[src/rtl/adam_mem_arb_pkg.sv]
// Shared helpers for the adam memory arbiter and its round-robin picker.
// Holds the winner classification used to steer the arbiter state update.
package adam_mem_arb_pkg;

    // How the winner of the current cycle was chosen.
    typedef enum logic [1:0] {
        WIN_NONE,
        WIN_BURST,
        WIN_ROTATE
    } win_kind_e;

    // Index width that stays legal for a single requester.
    function automatic int idx_width(input int n);
        return (n > 1) ? $clog2(n) : 1;
    endfunction

endpackage

[src/rtl/adam_rr_pick.sv]
// Combinational round-robin picker: first set request at or after ptr_i,
// wrapping around. Reusable by any arbiter that keeps its own pointer.
module adam_rr_pick
    import adam_mem_arb_pkg::*;
#(
    parameter int N = 2,
    localparam int IW = idx_width(N)
) (
    input  logic [N-1:0]  req_i,
    input  logic [IW-1:0] ptr_i,
    output logic [N-1:0]  gnt_o,
    output logic [IW-1:0] idx_o,
    output logic          valid_o
);

    always_comb begin : pick
        int j;
        // NOTE: every output gets a default before the search so no path leaves it unassigned (no latch).
        gnt_o   = '0;
        idx_o   = '0;
        valid_o = 1'b0;
        j       = 0;
        for (int k = 0; k < N; k++) begin
            j = int'(ptr_i) + k;
            if (j >= N) begin
                j = j - N;
            end
            if (!valid_o && req_i[j]) begin
                valid_o  = 1'b1;
                gnt_o[j] = 1'b1;
                idx_o    = IW'(j);
            end
        end
    end

endmodule

[src/rtl/adam_mem_arb.sv]
// Round-robin arbiter with bounded bursts in front of one single-port adam_mem.
// Grant is combinational; the response strobe follows the grant by one cycle.
module adam_mem_arb
    import adam_mem_arb_pkg::*;
#(
    parameter int NO_REQS    = 2,
    parameter int ADDR_WIDTH = 32,
    parameter int DATA_WIDTH = 32,
    parameter int MAX_BURST  = 4
) (
    input  logic                                   clk_i,
    input  logic                                   rst_i,

    input  logic [NO_REQS-1:0]                     req_req_i,
    output logic [NO_REQS-1:0]                     req_gnt_o,
    input  logic [NO_REQS-1:0][ADDR_WIDTH-1:0]     req_addr_i,
    input  logic [NO_REQS-1:0]                     req_we_i,
    input  logic [NO_REQS-1:0][DATA_WIDTH/8-1:0]   req_be_i,
    input  logic [NO_REQS-1:0][DATA_WIDTH-1:0]     req_wdata_i,
    output logic [NO_REQS-1:0]                     req_rvalid_o,
    output logic [NO_REQS-1:0][DATA_WIDTH-1:0]     req_rdata_o,

    output logic                                   mem_req_o,
    output logic [ADDR_WIDTH-1:0]                  mem_addr_o,
    output logic                                   mem_we_o,
    output logic [DATA_WIDTH/8-1:0]                mem_be_o,
    output logic [DATA_WIDTH-1:0]                  mem_wdata_o,
    input  logic [DATA_WIDTH-1:0]                  mem_rdata_i
);

    localparam int            IW        = idx_width(NO_REQS);
    localparam int            CW        = $clog2(MAX_BURST + 1);
    localparam logic [IW-1:0] LAST      = IW'(NO_REQS - 1);
    localparam logic [CW-1:0] BURST_MAX = CW'(MAX_BURST);

    logic [IW-1:0]      own_q, own_d;
    logic [CW-1:0]      cnt_q, cnt_d;
    logic [NO_REQS-1:0] rvalid_q;

    logic [IW-1:0]      ptr;
    logic [NO_REQS-1:0] pick_gnt;
    logic [IW-1:0]      pick_idx;
    logic               pick_valid;
    logic [NO_REQS-1:0] gnt;
    win_kind_e          kind;

    // Search starts just past the last owner, so the owner itself is tried last.
    assign ptr = (own_q == LAST) ? '0 : own_q + IW'(1);

    adam_rr_pick #(
        .N (NO_REQS)
    ) u_pick (
        .req_i   (req_req_i),
        .ptr_i   (ptr),
        .gnt_o   (pick_gnt),
        .idx_o   (pick_idx),
        .valid_o (pick_valid)
    );

    // A zero count means no run is in progress, so an idle cycle forces rotation.
    always_comb begin
        kind  = WIN_NONE;
        gnt   = '0;
        own_d = own_q;
        cnt_d = cnt_q;
        if (rst_i) begin
            kind = WIN_NONE;
        end else if (req_req_i[own_q] && (cnt_q != '0) && (cnt_q < BURST_MAX)) begin
            kind = WIN_BURST;
        end else if (pick_valid) begin
            kind = WIN_ROTATE;
        end

        case (kind)
            WIN_BURST: begin
                gnt[own_q] = 1'b1;
                cnt_d      = cnt_q + CW'(1);
            end
            WIN_ROTATE: begin
                gnt   = pick_gnt;
                own_d = pick_idx;
                cnt_d = CW'(1);
            end
            default: begin
                cnt_d = '0;
            end
        endcase
    end

    always_comb begin
        mem_addr_o  = '0;
        mem_we_o    = 1'b0;
        mem_be_o    = '0;
        mem_wdata_o = '0;
        for (int i = 0; i < NO_REQS; i++) begin
            if (gnt[i]) begin
                mem_addr_o  = req_addr_i[i];
                mem_we_o    = req_we_i[i];
                mem_be_o    = req_be_i[i];
                mem_wdata_o = req_wdata_i[i];
            end
        end
    end

    // NOTE: reset is synchronous, so it is tested inside the clocked block rather than in the sensitivity list.
    always_ff @(posedge clk_i) begin
        if (rst_i) begin
            own_q    <= LAST;
            cnt_q    <= '0;
            rvalid_q <= '0;
        end else begin
            own_q    <= own_d;
            cnt_q    <= cnt_d;
            rvalid_q <= gnt;
        end
    end

    assign req_gnt_o    = gnt;
    assign mem_req_o    = |gnt;
    // Masked so a grant taken just before reset never shows up as a response during reset.
    assign req_rvalid_o = rst_i ? '0 : rvalid_q;
    assign req_rdata_o  = {NO_REQS{mem_rdata_i}};

endmodule

[config.mk]
export PLATFORM = sky130hd
export DESIGN_NAME = adam_mem_arb
export DESIGN_NICKNAME = d
export VERILOG_FILES = /design/src/rtl/adam_mem_arb_pkg.sv /design/src/rtl/adam_rr_pick.sv /design/src/rtl/adam_mem_arb.sv
export SDC_FILE = /design/constraint.sdc
export NUM_CORES = 1
export LEC_CHECK = 0
export ABC_CLOCK_PERIOD_IN_PS = 1890
export CORE_AREA = 4 4 118 120
export DETAILED_ROUTE_END_ITERATION = 16
export DIE_AREA = 0 0 122 124
export PLACE_DENSITY = 0.64
export SLEW_MARGIN = 25
export SYNTH_ARGS = -nofsm -noshare
export SYNTH_HDL_FRONTEND = slang
export SYNTH_SLANG_ARGS = --single-unit
export TNS_END_PERCENT = 30
[constraint.sdc]
create_clock -name clk_i -period 1.89 [get_ports clk_i]
set_clock_uncertainty 0.05 [all_clocks]
set_input_delay 0.2835 -clock clk_i [delete_from_list [all_inputs] [get_ports clk_i]]
set_output_delay 0.2835 -clock clk_i [all_outputs]
set_load 0.1 [all_outputs]
==> results of run 1 <==
## where the power goes
part / internal, mW / leakage (nW) / switching, mW
Combinational: 0.969 / 1.96 / 1.23
Clock: 0.271 / 0.0370 / 0.0680
Sequential: 0.135 / 0.0501 / 0.00562
Total: 1.38 / 2.05 / 1.31
## cell usage after synthesis
cell type,n
or3_1,1
o21a_1,1
buf_6,15
mux2i_1,1
nor4b_4,1
buf_4,64
inv_1,4
o31ai_1,1
a22o_1,69
o21ai_0,1
o211a_1,1
nor2b_1,2
or3_4,1
nor3b_1,2
ha_1,2
dfxtp_1,6
a21oi_1,1
nor2_1,2
a311oi_4,1
nor4b_1,2
a311oi_1,1
## worst register-to-register path, cell delays in order, from the launching register on
cell	delay, ns
dfxtp_2	0.33
inv_2	0.05
ha_4	0.17
or3_4	0.35
a311oi_1	0.31
## metal layers
metal | up-vias | global-route usage [%] | wire length, µm
li1 | 959 | - | -
met4 | 0 | 2.24 | 125
met5 | - | 0 | 0
met2 | 133 | 19.2 | 5090
met1 | 976 | 11.7 | 3380
met3 | 23 | 3.81 | 966
## worst max path at each step
stage	from	to	slack [ns]
floorplan	cnt_q[0]	mem_addr_o[23]	-0.77
global placement	req_req_i[0]	mem_be_o[2]	-0.62
detailed placement	req_req_i[0]	mem_be_o[2]	-0.63
CTS	cnt_q[0]	mem_addr_o[28]	-0.63
global route	cnt_q[0]	mem_addr_o[7]	-0.69
finish	cnt_q[0]	mem_addr_o[9]	-0.60
## logic make-up (layout without fill, tap and decap cells)
kind of cell / after synthesis / count (layout) / share of synthesized area [%]
mux: 1 / 1 / 0.630
compound gates: 76 / 76 / 42.5
fa+ha+maj: 2 / 2 / 1.58
simple gates: 11 / 11 / 5.91
buf+inv: 83 / 249 / 41.8
flops: 6 / 6 / 7.57
## cells in the final DEF (no fill, tap or decap)
| cell | count |
|---|---|
| ha_4 | 1 |
| or3_1 | 1 |
| nor4b_4 | 1 |
| a22o_2 | 7 |
| nor2b_1 | 2 |
| inv_1 | 2 |
| clkbuf_16 | 5 |
| nor3b_1 | 2 |
| o21a_1 | 1 |
| a22o_4 | 47 |
| dlygate4sd2_1 | 1 |
| nor4b_2 | 1 |
| nor2_2 | 1 |
| a311oi_4 | 1 |
| buf_6 | 4 |
| a311oi_1 | 1 |
| dfxtp_1 | 4 |
| inv_2 | 2 |
| a21oi_1 | 1 |
| o211a_1 | 1 |
| ha_1 | 1 |
| buf_12 | 77 |
| nor4b_1 | 1 |
| o21ai_0 | 1 |
| nor2_1 | 1 |
| o31ai_1 | 1 |
| dfxtp_2 | 2 |
| or3_4 | 1 |
| a22o_1 | 15 |
| mux2i_1 | 1 |
| buf_4 | 15 |
| buf_16 | 3 |
| clkdlybuf4s50_1 | 140 |
## metrics by stage
stage / util [%] / setup TNS, ns / cells / power (mW)
floorplan: - / -47.20 / 179 / 1.92
global placement: 33.4 / -37.67 / 510 / 2.17
detailed placement: 33.4 / -39.04 / 510 / 2.18
CTS: 36.0 / -40.14 / 518 / 2.62
global route: 37.9 / -44.97 / 521 / 2.76
finish: 37.9 / -38.40 / 521 / 2.68
## area by class of cell
cell class | count | area [µm²] | area share [%]
multi-input cells | 90 | 1240 | 25.3
well taps | 176 | 220 | 4.48
clock buffers | 3 | 75.1 | 1.53
inverters | 4 | 15.0 | 0.305
flip-flops and latches | 6 | 123 | 2.49
repair buffers | 242 | 3240 | 65.9
## what timing repair did
action | CTS | global route
resized for setup | 27 | 25
setup endpoints to repair | 71 | 72
setup buffers | 3 | 1
pin swaps | 4 | 0
endpoints found under the hold margin | 0 | 0
cloned | 2 | 2
==> impl_metrics.ini, run 1 <==
[grt]
antenna_found_initial = 0
grt_pass1_vias = 2225
grt_usage_pct = 10.5
grt_max_degree = 33
grt-ovfl-total = 0
grt_pass1_wl_um = 12400

[worst_setup_path]
cp_data_arrival_time_ns = 2.15
crit_path_max_incr_delay_ns = 0.35
crit_path_cell_trace = inv_2 -> ha_4 -> or3_4 -> a311oi_4 -> buf_6 -> buf_12 -> a22o_1 -> buf_12
critical_path_depth = 8
crit_slowest_cell = or3_4
r2r_start = cnt_q[0]
cp-end-kind = primary output
worst-path-buf-inv = 4
crit_family = buffers and inverters
reg2reg_slack_ns = 0.53
crit_path_frequent_cell = buf_12
start_kind = flip-flop
crit_type = flip-flop to primary output
r2r_cells = 4
cp_data_required_time_ns = 1.56
critPathMaxFanout = 13
r2r-end = rvalid_q[0]

[timing]
final.min_clock_period_ns = 2.49
grt_setup_unrepaired = yes
slew_viol_final = 0
maxSlewHeadroom_pct = 79.3
finalCritPeriodShare_pct = 132
tightest_slew_ns = 0.310
worst_slack_ns = -0.597
finalHoldViolations = 0
holdWs_ns = 0.517
finalSetupViolations = 71
max_freq_ghz = 0.402

[floorplan]
fp.coreArea_um2 = 13000
io-pin-count = 312
dieArea_um2 = 15100
initial_utilization_pct = 12.2
die_h_um = 124
num_rows = 42
die_x_um = 122

[clocking]
holdBufCountCts = 0
cts.sinks = 6
numCtsBuffers = 3
clock_path_buffers = 2
clkTransAtPathRegs_ns = 0.03
cts_tree = built
cts_root_buf = clkbuf_16
clkLatencyLatePin_ns = 0.23
htree_levels = 1

[finish]
fillerInstances = 1248
layout-drive-gt1-share_pct = 48.7
nNetsFinal = 523
n_antenna_cell = 0
syn_to_final_growth_pct = 210
fin_area_um2 = 4920

[min_path]
min_to = req_rdata_o[35]
holdPathStages = 0
hold_path.startpoint = mem_rdata_i[3]
hp-class = input port to primary output

[drt]
drtIter0Drc = 47
dr.pass1.iters = 4
viasPerCell = 4.01
ant_nets = 0
vias = 2091
wl_per_cell_um = 18.4
routed_wl_um = 9560
drc = 0

[synth]
synthCells = 179
synth_area_um2 = 1590
yosys_warnings = 0
yosysTopAreaCell = a22o_1
synth_cell_types = 21
synth.avg_cell_area_um2 = 8.87
yosys-top-cells-area = a22o_1, buf_4, buf_6
ys_ff_latch = 6
synth_top_cell_area_share_pct = 38.1
yosysSeqAreaShare_pct = 7.57
syn-num-nets = 355

[run_status]
status = finished, violations left
violations = negative setup slack

[run]
cap_viol_max_count = 0

[placed_design]
portBuffers = 215
dp_slack_ns = -0.627
hpwl_um = 7290
place.gp.congestion = 0.825
place_area_um2 = 4330

[pwr]
p_per_area_nw_per_um2 = 545
leakage_nw = 2.05
ir_drop_v = 0.000397
Power figures use the tool's default switching activity.
==> run 2, diff against run 1 <==
ABC_CLOCK_PERIOD_IN_PS = unset   (was 1890)
CORE_AREA = 2 2 122 124   (was 4 4 118 120)
DIE_AREA = 0 0 124 126   (was 0 0 122 124)
PLACE_DENSITY = 0.59   (was 0.64)
==> run 2 against run 1 <==
Against the previous run:
- the run still ends with negative setup slack left
- die area is 3.3% higher
- wire length is 5.9% higher
- sequential share of layout area hardly changed
- maximum frequency is 0.35% higher
- hold slack hardly changed
- power is 0.78% higher
- highest routed layer unchanged
- combinational power hardly changed
- largest power group unchanged
- non-clock buffer count is 5 higher
==> impl_metrics.ini, run 2 (synthesis gave the netlist of run 1 again) <==
[run_status]
status = finished, violations left
violations = negative setup slack

[floorplan]
num_rows = 44
die_x_um = 124
dieArea_um2 = 15600
io-pin-count = 312
fp.coreArea_um2 = 14300
initial_utilization_pct = 11.1
die_h_um = 126

[drt]
viasPerCell = 3.90
ant_nets = 0
vias = 2085
wl_per_cell_um = 19.0
dr.pass1.iters = 4
drc = 0
routed_wl_um = 10100
drtIter0Drc = 41

[finish]
final_common_cell = clkdlybuf4s50_1
seqCellArea_um2 = 123
layout_common_cells = clkdlybuf4s50_1, buf_12, a22o_4
nNetsFinal = 528
fillerInstances = 1390
syn_to_final_growth_pct = 214
multi_input_area_um2 = 1190
n_antenna_cell = 0
layout-drive-gt1-share_pct = 48.0

[worst_setup_path]
cp_data_required_time_ns = 1.56
crit_slowest_cell = or3_4
cp-end-kind = primary output
start_kind = flip-flop
crit_path_cell_trace = inv_2 -> ha_4 -> or3_4 -> a311oi_4 -> buf_6 -> buf_12 -> buf_16 -> a22o_1 -> buf_12
worst-path-buf-inv = 5
critPathMaxFanout = 5
crit_type = flip-flop to primary output
crit_path_frequent_cell = buf_12
crit_path_max_incr_delay_ns = 0.35
cp_data_arrival_time_ns = 2.14
crit_family = buffers and inverters

[placed_design]
hpwl_um = 7390
place.gp.congestion = 0.807
portBuffers = 215
dp_slack_ns = -0.593

[timing]
max_freq_ghz = 0.404
holdWs_ns = 0.517
final.min_clock_period_ns = 2.48
grt_setup_unrepaired = yes
finalHoldViolations = 0
finalSetupViolations = 71
worst_slack_ns = -0.588
setup-tns-final_ns = -37.29
maxSlewHeadroom_pct = 79.3
slew_viol_final = 0
tightest_slew_ns = 0.310
finalCritPeriodShare_pct = 131

[clocking]
cts_root_buf = clkbuf_16
clkLatencyLatePin_ns = 0.23
cts.sinks = 6
numCtsBuffers = 3
clock_path_buffers = 2
clkTransAtPathRegs_ns = 0.03
htree_levels = 1
cts_tree = built

[grt]
grt_pass1_vias = 2374
antenna_found_initial = 0
grt_pass1_wl_um = 13400
grt-ovfl-total = 0
grt_usage_pct = 11.4
grt_max_degree = 31

[run]
cap_viol_max_count = 0

[pwr]
p_per_area_nw_per_um2 = 542
leakage_nw = 2.05
ir_drop_v = 0.000363

[min_path]
hp-class = input port to primary output
[run 2: final timing paths]
check                                     from               to  slack, ns  depth (start not counted)
worst max-delay path                  cnt_q[0]  mem_wdata_o[17]      -0.59                          9
worst max register to register        cnt_q[1]      rvalid_q[1]       0.41                          8
worst min-delay path            mem_rdata_i[5]  req_rdata_o[37]       0.52                          0
worst min register to register        cnt_q[1]         cnt_q[2]       0.62                          2
[run 2: per-stage QoR]
| stage | cell area (µm²) | instances | total power, mW | util [%] |
|---|---|---|---|---|
| after detailed placement | 4330 | 514 | 2.18 | 30.2 |
| after global placement | 4330 | 514 | 2.17 | 30.2 |
| after CTS | 4800 | 531 | 2.67 | 33.5 |
| final | 4980 | 534 | 2.70 | 34.8 |
| after floorplan | 1700 | 179 | 1.92 | - |
| after global routing | 4980 | 534 | 2.79 | 34.8 |
[run 2: timing repair]
item | CTS | global route
setup endpoints to repair | 71 | 72
gates resized for setup | 29 | 18
pin swaps | 8 | 23
buffers inserted | 9 | 1
hold buffers | 0 | 0
cloned | 5 | 3
[run 2: layout make-up]
class,instances,share of cell area (%)
sequential,6,2.46
inverter,4,0.301
clock buffer,3,1.51
multi-input combinational,90,24.0
timing repair buffer,247,67.1
tap,184,4.62
[run 2: worst reg2reg max path, delay by kind of cell, from the launching register on]
kind / cells / cell delay, ns
buf+inv: 5 / 0.58
flops: 1 / 0.31
simple gates: 2 / 0.28
fa+ha+maj: 1 / 0.15
[run 2: routing by layer]
layer / vias up / global-route usage (%) / wire length, µm
li1: 966 / - / -
met1: 986 / 13.1 / 3850
met2: 113 / 21.0 / 5390
met3: 20 / 2.94 / 733
met4: 0 / 2.05 / 155
met5: - / 0 / 0
[run 2: where the power goes]
group / internal [mW] / total [mW] / switching [mW] / leakage (nW)
Clock: 0.271 / 0.340 / 0.0686 / 0.0370
Combinational: 0.981 / 2.22 / 1.24 / 1.97
Sequential: 0.135 / 0.141 / 0.00587 / 0.0501
